<file path="config.mk">
export PLATFORM = sky130hd
export DESIGN_NAME = multicycle_control
export DESIGN_NICKNAME = d
export VERILOG_FILES = /design/src/rtl/multicycle_control_pkg.sv /design/src/rtl/multicycle_control_ctrl_out_decode.sv /design/src/rtl/multicycle_control.sv
export SDC_FILE = /design/constraint.sdc
export NUM_CORES = 1
export LEC_CHECK = 0
export BUFFER_PORTS_ARGS = -buffer_cell sky130_fd_sc_hd__buf_2
export CAP_MARGIN = 30
export CORE_AREA = 3 3 42 44
export DETAILED_ROUTE_END_ITERATION = 10
export DIE_AREA = 0 0 45 47
export HOLD_SLACK_MARGIN = 0.02
export PLACE_DENSITY = 0.84
export SLEW_MARGIN = 20
export SYNTH_ARGS = -nofsm -noshare
export SYNTH_HDL_FRONTEND = slang
export SYNTH_SLANG_ARGS = --single-unit
</file>
<file path="constraint.sdc">
create_clock -name i_clk -period 1.58 [get_ports i_clk]
set_input_delay 0.079 -clock i_clk [delete_from_list [all_inputs] [get_ports i_clk]]
set_output_delay 0.079 -clock i_clk [all_outputs]
set_load 0.03 [all_outputs]
</file>
<file path="src/rtl/multicycle_control_pkg.sv">
// Shared encodings for the multicycle MIPS main control: opcodes, FSM states and
// the ALU-op / mux-select codes (ALU-op values must match the ALU-control decoder).
package multicycle_control_pkg;

    localparam int CTRL_STATE_W = 4;

    localparam logic [5:0] OP_RTYPE = 6'h00;
    localparam logic [5:0] OP_J     = 6'h02;
    localparam logic [5:0] OP_BEQ   = 6'h04;
    localparam logic [5:0] OP_ADDI  = 6'h08;
    localparam logic [5:0] OP_LW    = 6'h23;
    localparam logic [5:0] OP_SW    = 6'h2B;

    localparam logic [1:0] ALUOP_ADD   = 2'b00;
    localparam logic [1:0] ALUOP_SUB   = 2'b01;
    localparam logic [1:0] ALUOP_FUNCT = 2'b10;

    localparam logic [1:0] SRCB_B       = 2'b00;
    localparam logic [1:0] SRCB_FOUR    = 2'b01;
    localparam logic [1:0] SRCB_IMM     = 2'b10;
    localparam logic [1:0] SRCB_IMM_SH2 = 2'b11;

    localparam logic [1:0] PCSRC_ALU    = 2'b00;
    localparam logic [1:0] PCSRC_ALUOUT = 2'b01;
    localparam logic [1:0] PCSRC_JUMP   = 2'b10;

    typedef enum logic [CTRL_STATE_W-1:0] {
        ST_FETCH  = 4'd0,
        ST_DECODE = 4'd1,
        ST_MEMADR = 4'd2,
        ST_MEMRD  = 4'd3,
        ST_MEMWB  = 4'd4,
        ST_MEMWR  = 4'd5,
        ST_EXEC   = 4'd6,
        ST_ALUWB  = 4'd7,
        ST_BRANCH = 4'd8,
        ST_ADDIEX = 4'd9,
        ST_ADDIWB = 4'd10,
        ST_JUMP   = 4'd11
    } state_e;

    typedef struct packed {
        logic       pc_write;
        logic       pc_write_cond;
        logic       iord;
        logic       mem_read;
        logic       mem_write;
        logic       ir_write;
        logic       mem_to_reg;
        logic       reg_dst;
        logic       reg_write;
        logic       alu_src_a;
        logic [1:0] alu_src_b;
        logic [1:0] alu_op;
        logic [1:0] pc_src;
        logic       illegal;
    } ctrl_word_t;

    function automatic logic opcode_is_legal(input logic [5:0] opcode);
        logic legal;
        case (opcode)
            OP_RTYPE, OP_J, OP_BEQ, OP_ADDI, OP_LW, OP_SW: legal = 1'b1;
            default:                                      legal = 1'b0;
        endcase
        return legal;
    endfunction

endpackage

</file>
<file path="src/rtl/multicycle_control_ctrl_out_decode.sv">
// Combinational control-word decode from the current FSM state; only the fetch
// strobes and the DECODE illegal flag look at live inputs.
module multicycle_control_ctrl_out_decode
    import multicycle_control_pkg::*;
(
    input  logic [CTRL_STATE_W-1:0]       state,
    input  logic                          mem_ready,
    input  logic [5:0]                    opcode,
    output logic [$bits(ctrl_word_t)-1:0] ctrl
);

    ctrl_word_t cw;

    // Per-state datapath strobes; unused encodings decode to an all-zero word
    always_comb begin
        cw = '0;
        case (state)
            ST_FETCH: begin
                cw.mem_read  = 1'b1;
                cw.alu_src_b = SRCB_FOUR;
                cw.alu_op    = ALUOP_ADD;
                cw.ir_write  = mem_ready;
                cw.pc_write  = mem_ready;
            end
            ST_DECODE: begin
                cw.alu_src_b = SRCB_IMM_SH2;
                cw.alu_op    = ALUOP_ADD;
                cw.illegal   = ~opcode_is_legal(opcode);
            end
            ST_MEMADR, ST_ADDIEX: begin
                cw.alu_src_a = 1'b1;
                cw.alu_src_b = SRCB_IMM;
                cw.alu_op    = ALUOP_ADD;
            end
            ST_MEMRD: begin
                cw.mem_read = 1'b1;
                cw.iord     = 1'b1;
            end
            ST_MEMWB: begin
                cw.mem_to_reg = 1'b1;
                cw.reg_write  = 1'b1;
            end
            ST_MEMWR: begin
                cw.mem_write = 1'b1;
                cw.iord      = 1'b1;
            end
            ST_EXEC: begin
                cw.alu_src_a = 1'b1;
                cw.alu_src_b = SRCB_B;
                cw.alu_op    = ALUOP_FUNCT;
            end
            ST_ALUWB: begin
                cw.reg_dst   = 1'b1;
                cw.reg_write = 1'b1;
            end
            ST_BRANCH: begin
                cw.alu_src_a     = 1'b1;
                cw.alu_op        = ALUOP_SUB;
                cw.pc_write_cond = 1'b1;
                cw.pc_src        = PCSRC_ALUOUT;
            end
            ST_ADDIWB: begin
                cw.reg_write = 1'b1;
            end
            ST_JUMP: begin
                cw.pc_write = 1'b1;
                cw.pc_src   = PCSRC_JUMP;
            end
            default: cw = '0;
        endcase
    end

    assign ctrl = cw;

endmodule

</file>
<file path="src/rtl/multicycle_control.sv">
// Main control FSM of the multicycle MIPS core: holds the state register and
// next-state logic; the control word comes from the decode sub-module.
module multicycle_control
    import multicycle_control_pkg::*;
#(
    parameter int STATE_W = 4
) (
    input  logic               i_clk,
    input  logic               i_rst_n,
    input  logic [5:0]         i_opcode,
    input  logic               i_memReady,
    output logic               o_pcWrite,
    output logic               o_pcWriteCond,
    output logic               o_iorD,
    output logic               o_memRead,
    output logic               o_memWrite,
    output logic               o_irWrite,
    output logic               o_memToReg,
    output logic               o_regDst,
    output logic               o_regWrite,
    output logic               o_aluSrcA,
    output logic [1:0]         o_aluSrcB,
    output logic [1:0]         o_aluOp,
    output logic [1:0]         o_pcSrc,
    output logic               o_illegal,
    output logic [STATE_W-1:0] o_state
);

    state_e     state_q;
    state_e     state_d;
    ctrl_word_t cw_s;
    ctrl_word_t out_cw;

    // Next-state sequencing; memory waits hold in FETCH/MEMRD/MEMWR
    always_comb begin
        state_d = ST_FETCH;
        case (state_q)
            ST_FETCH:  state_d = i_memReady ? ST_DECODE : ST_FETCH;
            ST_DECODE: begin
                case (i_opcode)
                    OP_LW, OP_SW: state_d = ST_MEMADR;
                    OP_RTYPE:     state_d = ST_EXEC;
                    OP_BEQ:       state_d = ST_BRANCH;
                    OP_ADDI:      state_d = ST_ADDIEX;
                    OP_J:         state_d = ST_JUMP;
                    default:      state_d = ST_FETCH;
                endcase
            end
            ST_MEMADR: state_d = (i_opcode == OP_LW) ? ST_MEMRD : ST_MEMWR;
            ST_MEMRD:  state_d = i_memReady ? ST_MEMWB : ST_MEMRD;
            ST_MEMWB:  state_d = ST_FETCH;
            ST_MEMWR:  state_d = i_memReady ? ST_FETCH : ST_MEMWR;
            ST_EXEC:   state_d = ST_ALUWB;
            ST_ALUWB:  state_d = ST_FETCH;
            ST_BRANCH: state_d = ST_FETCH;
            ST_ADDIEX: state_d = ST_ADDIWB;
            ST_ADDIWB: state_d = ST_FETCH;
            ST_JUMP:   state_d = ST_FETCH;
            default:   state_d = ST_FETCH;
        endcase
    end

    // State register
    always_ff @(posedge i_clk or negedge i_rst_n) begin
        if (!i_rst_n) begin
            state_q <= ST_FETCH;
        end else begin
            state_q <= state_d;
        end
    end

    multicycle_control_ctrl_out_decode u_ctrl_out_decode (
        .state     (state_q),
        .mem_ready (i_memReady),
        .opcode    (i_opcode),
        .ctrl      (cw_s)
    );

    // Reset forces every output low, including the fetch strobes that would follow i_memReady
    always_comb begin
        out_cw = '0;
        if (i_rst_n) begin
            out_cw = cw_s;
        end else begin
            out_cw = '0;
        end
    end

    assign o_pcWrite     = out_cw.pc_write;
    assign o_pcWriteCond = out_cw.pc_write_cond;
    assign o_iorD        = out_cw.iord;
    assign o_memRead     = out_cw.mem_read;
    assign o_memWrite    = out_cw.mem_write;
    assign o_irWrite     = out_cw.ir_write;
    assign o_memToReg    = out_cw.mem_to_reg;
    assign o_regDst      = out_cw.reg_dst;
    assign o_regWrite    = out_cw.reg_write;
    assign o_aluSrcA     = out_cw.alu_src_a;
    assign o_aluSrcB     = out_cw.alu_src_b;
    assign o_aluOp       = out_cw.alu_op;
    assign o_pcSrc       = out_cw.pc_src;
    assign o_illegal     = out_cw.illegal;
    assign o_state       = i_rst_n ? STATE_W'(state_q) : '0;

endmodule

</file>
==> flow_summary.ini <==
[status]
status = completed

[clock_tree]
cts_tree = yes
htreeDepth = 1
cts_root_buf = clkbuf_4
clkTransAtPathRegs_ns = 0.04
clk_latency_ns = 0.24
clock_sinks = 4
clockBufferDepth = 2
cts_made_buffers = 3

[timing]
worst_pin_slew_ns = 0.427
finalSetupTns_ns = 0
hold_viol_final = 0
fmax_ghz = 0.642
period_minus_slack_ns = 1.56
finalMaxSlewViolations = 0
rsz0062_at_grt = yes
slew_headroom = 0.712
clock_skew_ns = 0.00751
period_share = 0.985
setup_viol = 0

[routing]
vias = 775
drc_errors = 0
dr.pass1.iters = 4
ant_nets = 0
drt-total-wl_mm = 1.90
wl_per_cell_microns = 13.5
detail_route.iter0.violations = 15
via_per_inst = 5.54

[worst_setup_path]
crit_path_end_kind = output port
cp-start-kind = register
cp.required_ns = 1.50
worstSetupPathType = reg -> out
cp_data_arrival_time_ns = 1.48
r2r.worst_path.cells = 4
worst-path-max-fanout = 17

[cells_and_area]
largest_register_ffs = 4
final_nets = 135
top_regs = state_q: 4 flops
syn_to_final_growth_pct = 44.6
final_util = 0.609
drive_above_1_share = 0.452
n_fill_cell = 138
antenna_cells = 0
fin_area_sq_um = 896
top_register = state_q

[floorplan]
die_h_microns = 47
rows = 14
die_area_sq_um = 2120
io_pins = 30
core_sq_um = 1470
start_util = 0.421
dieWidth_microns = 45

[pwr]
power.density_nw_per_um2 = 657
peakVddDrop_uv = 371
p_leak_uw = 0.000438
p_total_uw = 589

[synthesis]
synthesis.nets = 100
synth.cell_area_sq_um = 619
postSynthCellCount = 91
synthFlopType = dfrtp_1
ys_seq_area_frac = 0.162
synth_edf_count = 0
ys_ff_latch = 4
ys_async_sr_fraction = 1.00
yosys_warnings = 0
synth.distinct_cells = 38
syn_avg_cell_area_sq_um = 6.81

[placed_design]
dp_hpwl_mm = 1.28
port_buffers = 29
place_area_sq_um = 785
globalplace.congestion = 0.750

[hold_path]
worstHoldPathCells = 4
hold_class = in -> reg

[global_route]
grt_overflow = 0
antenna_found_initial = 0
grt_pass1_vias = 653
grt_pass1_wl_mm = 2.93
grt_max_degree = 19
grtUsageTotal = 0.185

[run]
maxCapViolations = 0
[synthesized netlist by cell type, types with 2 or more instances]
library cell  count  area (sq um)
o21ai_0           3          15.0
nor2b_1           4          25.0
nor4_1            3          18.8
nand3_1           3          15.0
and3_1            2          12.5
and3b_1           2          17.5
dfrtp_1           4           100
xnor2_1           2          17.5
nor2_1            9          33.8
nor3_1            5          25.0
nor3b_1           4          30.0
a21oi_1           3          15.0
buf_2             2          10.0
nand2_1           8          30.0
inv_1             3          11.3
nor4b_1           2          17.5
and2_1            4          25.0
nand2b_1          3          18.8
clkbuf_1          6          22.5
[cell usage in the layout (no fill, tap or decap), drive strengths merged]
| cell type | instances |
|---|---|
| or4 | 1 |
| nand3b | 1 |
| o31a | 1 |
| nand2b | 3 |
| xnor2 | 2 |
| clkbuf | 3 |
| o21a | 1 |
| o211ai | 1 |
| nor4 | 3 |
| a21oi | 3 |
| nor4b | 2 |
| a221o | 1 |
| o2bb2ai | 1 |
| and3 | 3 |
| and4b | 1 |
| nor4bb | 1 |
| nand3 | 3 |
| nor2 | 9 |
| nand4 | 1 |
| and2 | 4 |
| nand2 | 8 |
| nor3b | 4 |
| o21ai | 3 |
| o2111ai | 1 |
| dfrtp | 4 |
| and3b | 2 |
| nor2b | 4 |
| dlygate4sd3 | 1 |
| a31oi | 1 |
| nand4b | 1 |
| xor2 | 1 |
| buf | 38 |
| inv | 3 |
| or3b | 1 |
| nor3 | 5 |
| a21boi | 2 |
[worst max-delay path, stage by stage, from the launching register on]
cell and delay, ns:
dfrtp_2 0.50, nor4b_2 0.38, o21a_1 0.16, buf_2 0.19
[what timing repair did]
action,in CTS,in global routing
resized for setup,9,3
setup endpoints to repair,12,7
buffers inserted,3,3
hold endpoints to repair,4,0
hold buffers,1,0
[layer usage]
layer  wire length (microns)  track usage  up-vias
li1                        -            -      393
met4                       0       0.0702        0
met3                     115       0.0230        0
met1                     803        0.248      356
met2                     977        0.305       26
met5                       0            0        -
[area by class of cell]
type / instances / area [sq um] / share of cell area
Tap cell: 16 / 20.0 / 0.0223
Sequential cell: 4 / 105 / 0.117
Clock buffer: 3 / 22.5 / 0.0251
Timing Repair Buffer: 39 / 228 / 0.254
Multi-Input combinational cell: 75 / 509 / 0.568
Inverter: 3 / 11.3 / 0.0126
[cells by family (layout without fill, tap and decap cells)]
logic type | count (synthesis) | in the layout | synth area share
simple gates | 57 | 57 | 0.547
compound gates | 15 | 15 | 0.166
buf+inv | 12 | 45 | 0.0828
flops | 4 | 4 | 0.162
xor+xnor | 3 | 3 | 0.0424
[through the flow]
stage / hold slack (ns) / setup WS, ns / instances
3_5_place_dp: -0.0365 / 0.121 / 130
5_1_grt: 0.195 / -0.0529 / 140
2_1_floorplan: -0.217 / -0.112 / 91
3_3_place_gp: -0.0443 / 0.143 / 130
6_report: 0.178 / 0.0231 / 140
4_1_cts: 0.165 / 0.0141 / 137
[power breakdown]
| part | total, uW | internal (uW) | switching (uW) |
|---|---|---|---|
| clock | 127 | 85.0 | 42.3 |
| sequential | 153 | 115 | 38.0 |
| combinational | 309 | 124 | 185 |
[final timing paths]
check,slack [ns],to,startpoint
max in group asynchronous,0.98,state_q[3]$_DFF_PN0_,i_rst_n
worst max-delay path,0.02,o_aluSrcB[1],state_q[0]$_DFF_PN0_
worst min register to register,0.68,state_q[0]$_DFF_PN0_,state_q[1]$_DFF_PN0_
worst min-delay path,0.18,state_q[0]$_DFF_PN0_,i_opcode[4]
worst max register to register,0.04,state_q[2]$_DFF_PN0_,state_q[0]$_DFF_PN0_
min in group asynchronous,0.39,state_q[0]$_DFF_PN0_,i_rst_n
Note: power is estimated with default switching activity, not from simulation.
